### src/rtl/multicycle_control.sv
// Main control FSM for a multicycle MIPS-style datapath: sequences fetch, decode,
// memory, ALU, branch/jump and interrupt-entry steps and decodes the datapath strobes.
module multicycle_control (
    input  logic       clock,
    input  logic       reset,
    input  logic [5:0] opcode,
    input  logic       zero,
    input  logic       mem_ready,
    input  logic       interrupt,
    output logic       pcWrite,
    output logic       pcWriteCond,
    output logic       irWrite,
    output logic       iorD,
    output logic       memRead,
    output logic       memWrite,
    output logic       memtoReg,
    output logic       regDst,
    output logic       regWrite,
    output logic       aluSrcA,
    output logic       epcWrite,
    output logic [1:0] aluSrcB,
    output logic [1:0] aluOp,
    output logic [1:0] pcSource,
    output logic       illegal,
    output logic [3:0] state
);

    typedef enum logic [3:0] {
        FETCH    = 4'd0,
        DECODE   = 4'd1,
        MEMADDR  = 4'd2,
        MEMREAD  = 4'd3,
        MEMWB    = 4'd4,
        MEMWRITE = 4'd5,
        RTEXEC   = 4'd6,
        RTWB     = 4'd7,
        BRANCH   = 4'd8,
        JUMP     = 4'd9,
        ADDIEXEC = 4'd10,
        ADDIWB   = 4'd11,
        INTR     = 4'd12
    } state_t;

    localparam logic [5:0] OP_RTYPE = 6'b000000;
    localparam logic [5:0] OP_LW    = 6'b100011;
    localparam logic [5:0] OP_SW    = 6'b101011;
    localparam logic [5:0] OP_BEQ   = 6'b000100;
    localparam logic [5:0] OP_J     = 6'b000010;
    localparam logic [5:0] OP_ADDI  = 6'b001000;

    state_t state_q;
    state_t state_d;
    state_t end_state;
    logic   int_q;
    logic   int_pending;

    always_ff @(posedge clock or negedge reset) begin
        if (!reset) begin
            state_q <= FETCH;
        end else begin
            state_q <= state_d;
        end
    end

    // A new edge arriving in the INTR cycle must not be lost, so set beats clear.
    always_ff @(posedge clock or negedge reset) begin
        if (!reset) begin
            int_q       <= 1'b0;
            int_pending <= 1'b0;
        end else begin
            int_q <= interrupt;
            if (interrupt && !int_q) begin
                int_pending <= 1'b1;
            end else if (state_q == INTR) begin
                int_pending <= 1'b0;
            end
        end
    end

    assign end_state = int_pending ? INTR : FETCH;
    assign state     = state_q;

    always_comb begin
        state_d     = FETCH;
        pcWrite     = 1'b0;
        pcWriteCond = 1'b0;
        irWrite     = 1'b0;
        iorD        = 1'b0;
        memRead     = 1'b0;
        memWrite    = 1'b0;
        memtoReg    = 1'b0;
        regDst      = 1'b0;
        regWrite    = 1'b0;
        aluSrcA     = 1'b0;
        epcWrite    = 1'b0;
        aluSrcB     = 2'b00;
        aluOp       = 2'b00;
        pcSource    = 2'b00;
        illegal     = 1'b0;

        case (state_q)
            FETCH: begin
                memRead = 1'b1;
                aluSrcB = 2'b01;
                // Gate the write strobes with reset so nothing is latched while held in reset.
                irWrite = mem_ready & reset;
                pcWrite = mem_ready & reset;
                state_d = mem_ready ? DECODE : FETCH;
            end
            DECODE: begin
                aluSrcB = 2'b11;
                case (opcode)
                    OP_RTYPE:     state_d = RTEXEC;
                    OP_LW, OP_SW: state_d = MEMADDR;
                    OP_BEQ:       state_d = BRANCH;
                    OP_J:         state_d = JUMP;
                    OP_ADDI:      state_d = ADDIEXEC;
                    default: begin
                        illegal = 1'b1;
                        state_d = end_state;
                    end
                endcase
            end
            MEMADDR: begin
                aluSrcA = 1'b1;
                aluSrcB = 2'b10;
                state_d = (opcode == OP_LW) ? MEMREAD : MEMWRITE;
            end
            MEMREAD: begin
                memRead = 1'b1;
                iorD    = 1'b1;
                state_d = mem_ready ? MEMWB : MEMREAD;
            end
            MEMWB: begin
                regWrite = 1'b1;
                memtoReg = 1'b1;
                state_d  = end_state;
            end
            MEMWRITE: begin
                memWrite = 1'b1;
                iorD     = 1'b1;
                state_d  = mem_ready ? end_state : MEMWRITE;
            end
            RTEXEC: begin
                aluSrcA = 1'b1;
                aluOp   = 2'b10;
                state_d = RTWB;
            end
            RTWB: begin
                regWrite = 1'b1;
                regDst   = 1'b1;
                state_d  = end_state;
            end
            BRANCH: begin
                aluSrcA     = 1'b1;
                aluOp       = 2'b01;
                pcWriteCond = 1'b1;
                pcWrite     = zero;
                pcSource    = 2'b01;
                state_d     = end_state;
            end
            JUMP: begin
                pcWrite  = 1'b1;
                pcSource = 2'b10;
                state_d  = end_state;
            end
            ADDIEXEC: begin
                aluSrcA = 1'b1;
                aluSrcB = 2'b10;
                state_d = ADDIWB;
            end
            ADDIWB: begin
                regWrite = 1'b1;
                state_d  = end_state;
            end
            INTR: begin
                epcWrite = 1'b1;
                pcWrite  = 1'b1;
                pcSource = 2'b11;
                state_d  = FETCH;
            end
            default: state_d = FETCH;
        endcase
    end

endmodule
### config.mk
export PLATFORM = sky130hd
export DESIGN_NAME = multicycle_control
export DESIGN_NICKNAME = d
export VERILOG_FILES = /design/src/rtl/multicycle_control.sv
export SDC_FILE = /design/constraint.sdc
export NUM_CORES = 1
export LEC_CHECK = 0
export ABC_AREA = 1
export CAP_MARGIN = 20
export CORE_MARGIN = 5
export CORE_UTILIZATION = 40
export DETAILED_ROUTE_END_ITERATION = 6
export HOLD_SLACK_MARGIN = 0.08
export PLACE_DENSITY = 0.78
export SYNTH_ARGS = -nofsm -noshare
export SYNTH_HDL_FRONTEND = slang
export SYNTH_SLANG_ARGS = --single-unit
### constraint.sdc
create_clock -name clock -period 1.3 [get_ports clock]
set_input_delay 0.195 -clock clock [delete_from_list [all_inputs] [get_ports clock]]
set_output_delay 0.195 -clock clock [all_outputs]
set_load 0.02 [all_outputs]
# After elaboration in Yosys (flattened, before gate mapping)
# Cells that the tools add are included.
# Widths: inputs -> output; s select.
# word_totals
regBits,6
latch_bits,0
ram_bits,0
romBits,0
input_bits,11
out_inout_bits,22
word_cells,60
n_memories,0
# classes
add_sub_neg,0
n_mul,0
div_mod_pow,0
order_cmp,0
n_eq_ne,17
shifts,0
mux,25
bitwise_logic,1
reduce_logical,14
# op_table
operator,n
$pmux 4 s8,1
$eq 4x4->1 const B,5
$pmux 4 s5,1
$eq 4x3->1 const B,4
$mux 1,15
$eq 6x6->1 const B,2
$pmux 2 s3,2
$reduce_or 2->1,5
$eq 4x2->1 const B,2
$mux 4,2
$eq 6x2->1 const B,1
$eq 6x3->1 const B,1
$eq 6x4->1 const B,1
$logic_not 6->1,1
$mux 3,2
$reduce_or 6->1,1
$reduce_or 5->1,1
$eq 4x1->1 const B,1
$logic_not 4->1,1
$pmux 2 s2,1
$reduce_or 4->1,1
$pmux 1 s3,1
$reduce_or 3->1,1
$reduce_bool 2->1,1
3 further kinds,3

# Longest topological paths before layout
# logic_depth
ltp_word,4
mapped_depth,9
ltp_nobuf,9

# Worst setup path before layout
# No wires, ideal clock.
# synth_path
path_type,reg2out
startpoint,"reg state_q[1], in the netlist state[1]"
endpoint,out pcWrite
arrival_ns,1.576
t_required_ns,1.105
slack_ns,-0.471
stages_incl_launch_ff,8
n_path_buf,0
cell_sequence,dfrtp_1 > inv_1 > nand2_4 > nor3_2 > nor2_1 > inv_2 > a21oi_1 > o21ai_0
# synth_between
elab_chain_cells,3
word_cells_on_any_way,6
cone_classes,eq/ne (3); mux (1); reduce/logical (2)
# synth_rtl
item,line_no,source
start: declaration,51,state_t state_q;
start signal: assignment,61,state_q <= state_d;
$eq 4x4->1,101,case (state_q)
$reduce_or 2->1 (no line),-,
$pmux 1 s3 (*),101,
end: declaration,10,"output logic pcWrite,"
# Mark *: on every way between the ends. The rest lies on a longest branch, timed or not.

# Worst setup path in the final report
# layout_path
startpoint,"reg state_q[2], in the netlist state[2]"
endpoint,out pcWrite
# The elaborated chain is that of the path after synthesis.

==> impl_metrics.yaml <==
yosys:
  yosys_warnings: 0
  post_synthesis_sequential_element_count: 6
  synthesis.area_per_instance_um2: 5.681
  synthesis.nets: 135
  netlist_area_um2: 704.4
  synth.lib_cells_used.distinct: 16
  synth_cells: 124
  yosysSeqAreaShare_pct: 21.31
sta:
  timing.final.crit_period_ps: 1662
  timing.final.crit_share_pct: 127.9
  tightestPinTransition_ps: 260.0
  maximum_frequency_from_static_timing_analysis_mhz: 601.6
  finClkSkew_ps: 14.19
  hold_viol_final: 0
  final_critical_path_setup_slack_ps: -362.3
  setup_tns_ps: -5267
  unrepaired_setup_endpoints_after_global_routing: "true"
  final_max_slew_viol_count: 0
  max_slew_margin_pct: 82.55
  finalSetupViolCount: 22
min_path:
  hold_class: "input pin to async pin"
floorplan:
  dieArea_um2: 2700
  die-width_um: 51.97
  initial_core_util_pct: 41.25
  ios: 33
  floorplan.rows: 15
  placeable_core_region_um2: 1708
  die_h_um: 51.97
power_and_ir_drop:
  total_power_mw: 3.222
  vdd.ir_drop.worst_v: 0.001113
  static-leakage-power_nw: 0.8813
  power.density_cell_area_nw_per_um2: 2092
clock_network:
  ctsRootBufferMaster: "clkbuf_4"
  number_of_buffers_created_by_cts: 3
  cts-htree-levels: 1
  clk-insertion-delay-late_ps: 260
  cts.reportedPaths.clkPinSlew_ps: 60
  clock_sink_count: 6
  clk_path_buf_depth: 2
  tritoncts: "done"
grt:
  grt.total_usage_pct: 21.52
  grt.overflow.total: 0
  grt_start_max_net_pins: 7
  grt_pass1_wl_um: 4333
  vias_in_the_first_global_route: 1063
  antenna_found_initial: 0
critical_path:
  crit_required_ps: 1110
  timing.critical_path.arrival_ps: 1470
  endpoint_kind: "output port"
  worst-path-max-fanout: 3
  worst_setup_path_start_kind: "flip-flop"
  worst-setup-path-type: "flip-flop to output port"
status:
  status: "complete, but fails checks"
  violations: "negative setup slack"
layout:
  fin_nets: 207
  post_route_cells_drive_above_1_share_pct: 60.31
  final_core_util_pct: 90.18
  diodes: 0
  area.growth.synth_to_final_pct: 118.7
  fill_cells: 79
placement:
  detailed_place_hpwl_um: 2048
  portBuffers: 32
  post-place-ws_ps: -808.5
  gp_congestion: 0.8746
route:
  drc_errors: 0
  wl_per_cell_um: 15.80
  dr.first_iter.drc_count: 39
  detail_route.wirelength_um: 3460
  final_ant_viol_nets: 0
  drt_pre_antenna_iters: 4
  route.vias.total: 1145
  avgViaCountPerCell: 5.228
job:
  number_of_maximum_capacitance_violations: 0
-- report_power, final --
group | switching [mW] | total, mW | internal, mW
clock | 0.0832 | 0.189 | 0.106
sequential | 0.121 | 0.384 | 0.263
combinational | 1.48 | 2.65 | 1.17
-- cells in the mapped netlist (all sizes together) --
| cell type | instances | share of area, % |
|---|---|---|
| nand4 | 4 | 3.6 |
| nand2 | 34 | 20 |
| o22ai | 1 | 0.89 |
| nor4 | 1 | 1.8 |
| nand3 | 14 | 9.9 |
| nor3 | 1 | 1.4 |
| a21oi | 4 | 2.8 |
| nor2 | 26 | 20 |
| inv | 29 | 15 |
| dfrtp | 6 | 21 |
| o21ai | 4 | 2.8 |
-- area by class of cell --
class / count / area, um2 / share of cell area [%]
repair buffers: 67 / 611.8 / 39.72
flip-flops and latches: 6 / 155.1 / 10.07
inverters: 29 / 128.9 / 8.367
well taps: 25 / 31.28 / 2.031
multi-input cells: 89 / 590.6 / 38.34
clock buffers: 3 / 22.52 / 1.462
-- metal layers --
metal | global-route usage [%] | wire [um] | vias up
li1 | - | - | 527
met3 | 2.006 | 223 | 22
met1 | 19.65 | 1170 | 529
met2 | 43.31 | 1835 | 67
met4 | 14.41 | 231 | 0
met5 | 0 | 0 | -
-- critical path, cell delays in order, from the launching register on --
cell and delay [ps]:
dfrtp_2 450, buf_6 150, inv_6 70, nor3_4 40
nor2_1 110, inv_2 60, a21oi_2 120, o21ai_2 80
buf_6 130
-- kinds of logic after synthesis --
kind of cell / Yosys count / share of synthesized area (%)
buf+inv: 29 / 15.45
flops: 6 / 21.31
simple gates: 80 / 56.66
compound gates: 9 / 6.573
-- per-stage QoR --
| stage | std cells | instance area (um2) | hold slack, ps |
|---|---|---|---|
| 4_1_cts | 214 | 1396 | 246.3 |
| 2_1_floorplan | 124 | 738.2 | -100.6 |
| 3_5_place_dp | 208 | 1292 | 431.5 |
| 5_1_grt | 219 | 1540 | 299.2 |
| 6_report | 219 | 1540 | 245.7 |
| 3_3_place_gp | 208 | 1292 | 417.3 |
-- state kept, by name (all words and copies together) (netlist names) --
name and cells:
state 4, int_pending 1, int_q 1
-- path summary, 6_finish.rpt --
path / startpoint / to / slack (ps) / depth (start not counted)
max: state[2]$_DFF_PN0_ / pcWrite / -360 / 8
min: reset / state[2]$_DFF_PN0_ / 250 / 2
max reg2reg: state[3]$_DFF_PN0_ / state[2]$_DFF_PN0_ / -270 / 10
min reg2reg: int_q$_DFF_PN0_ / int_pending$_DFFE_PN0P_ / 470 / 1
max in group asynchronous: reset / state[1]$_DFF_PN0_ / 910 / 2
min in group clock: interrupt / int_q$_DFF_PN0_ / 410 / 1
-- what timing repair did --
item                                    CTS  global route
endpoints found under the hold margin     0             0
hold buffers                              0             0
pin swaps                                 7            11
gates resized for setup                 137            42
gates cloned                              0             0
buffers inserted                          4             6
endpoints found under the setup margin   26            23
-- layout by cell type, fill, tap and decap left out, drive strengths merged --
cell type,n
nor3,1
clkbuf,4
o21ai,4
inv,29
nand2,34
o22ai,1
dlygate4sd2,4
nand4,4
nor4,1
buf,54
dlymetal6s2s,2
clkdlybuf4s50,5
a21oi,4
nand3,14
dfrtp,6
clkdlybuf4s15,1
nor2,26
Power figures use the tool's default switching activity.
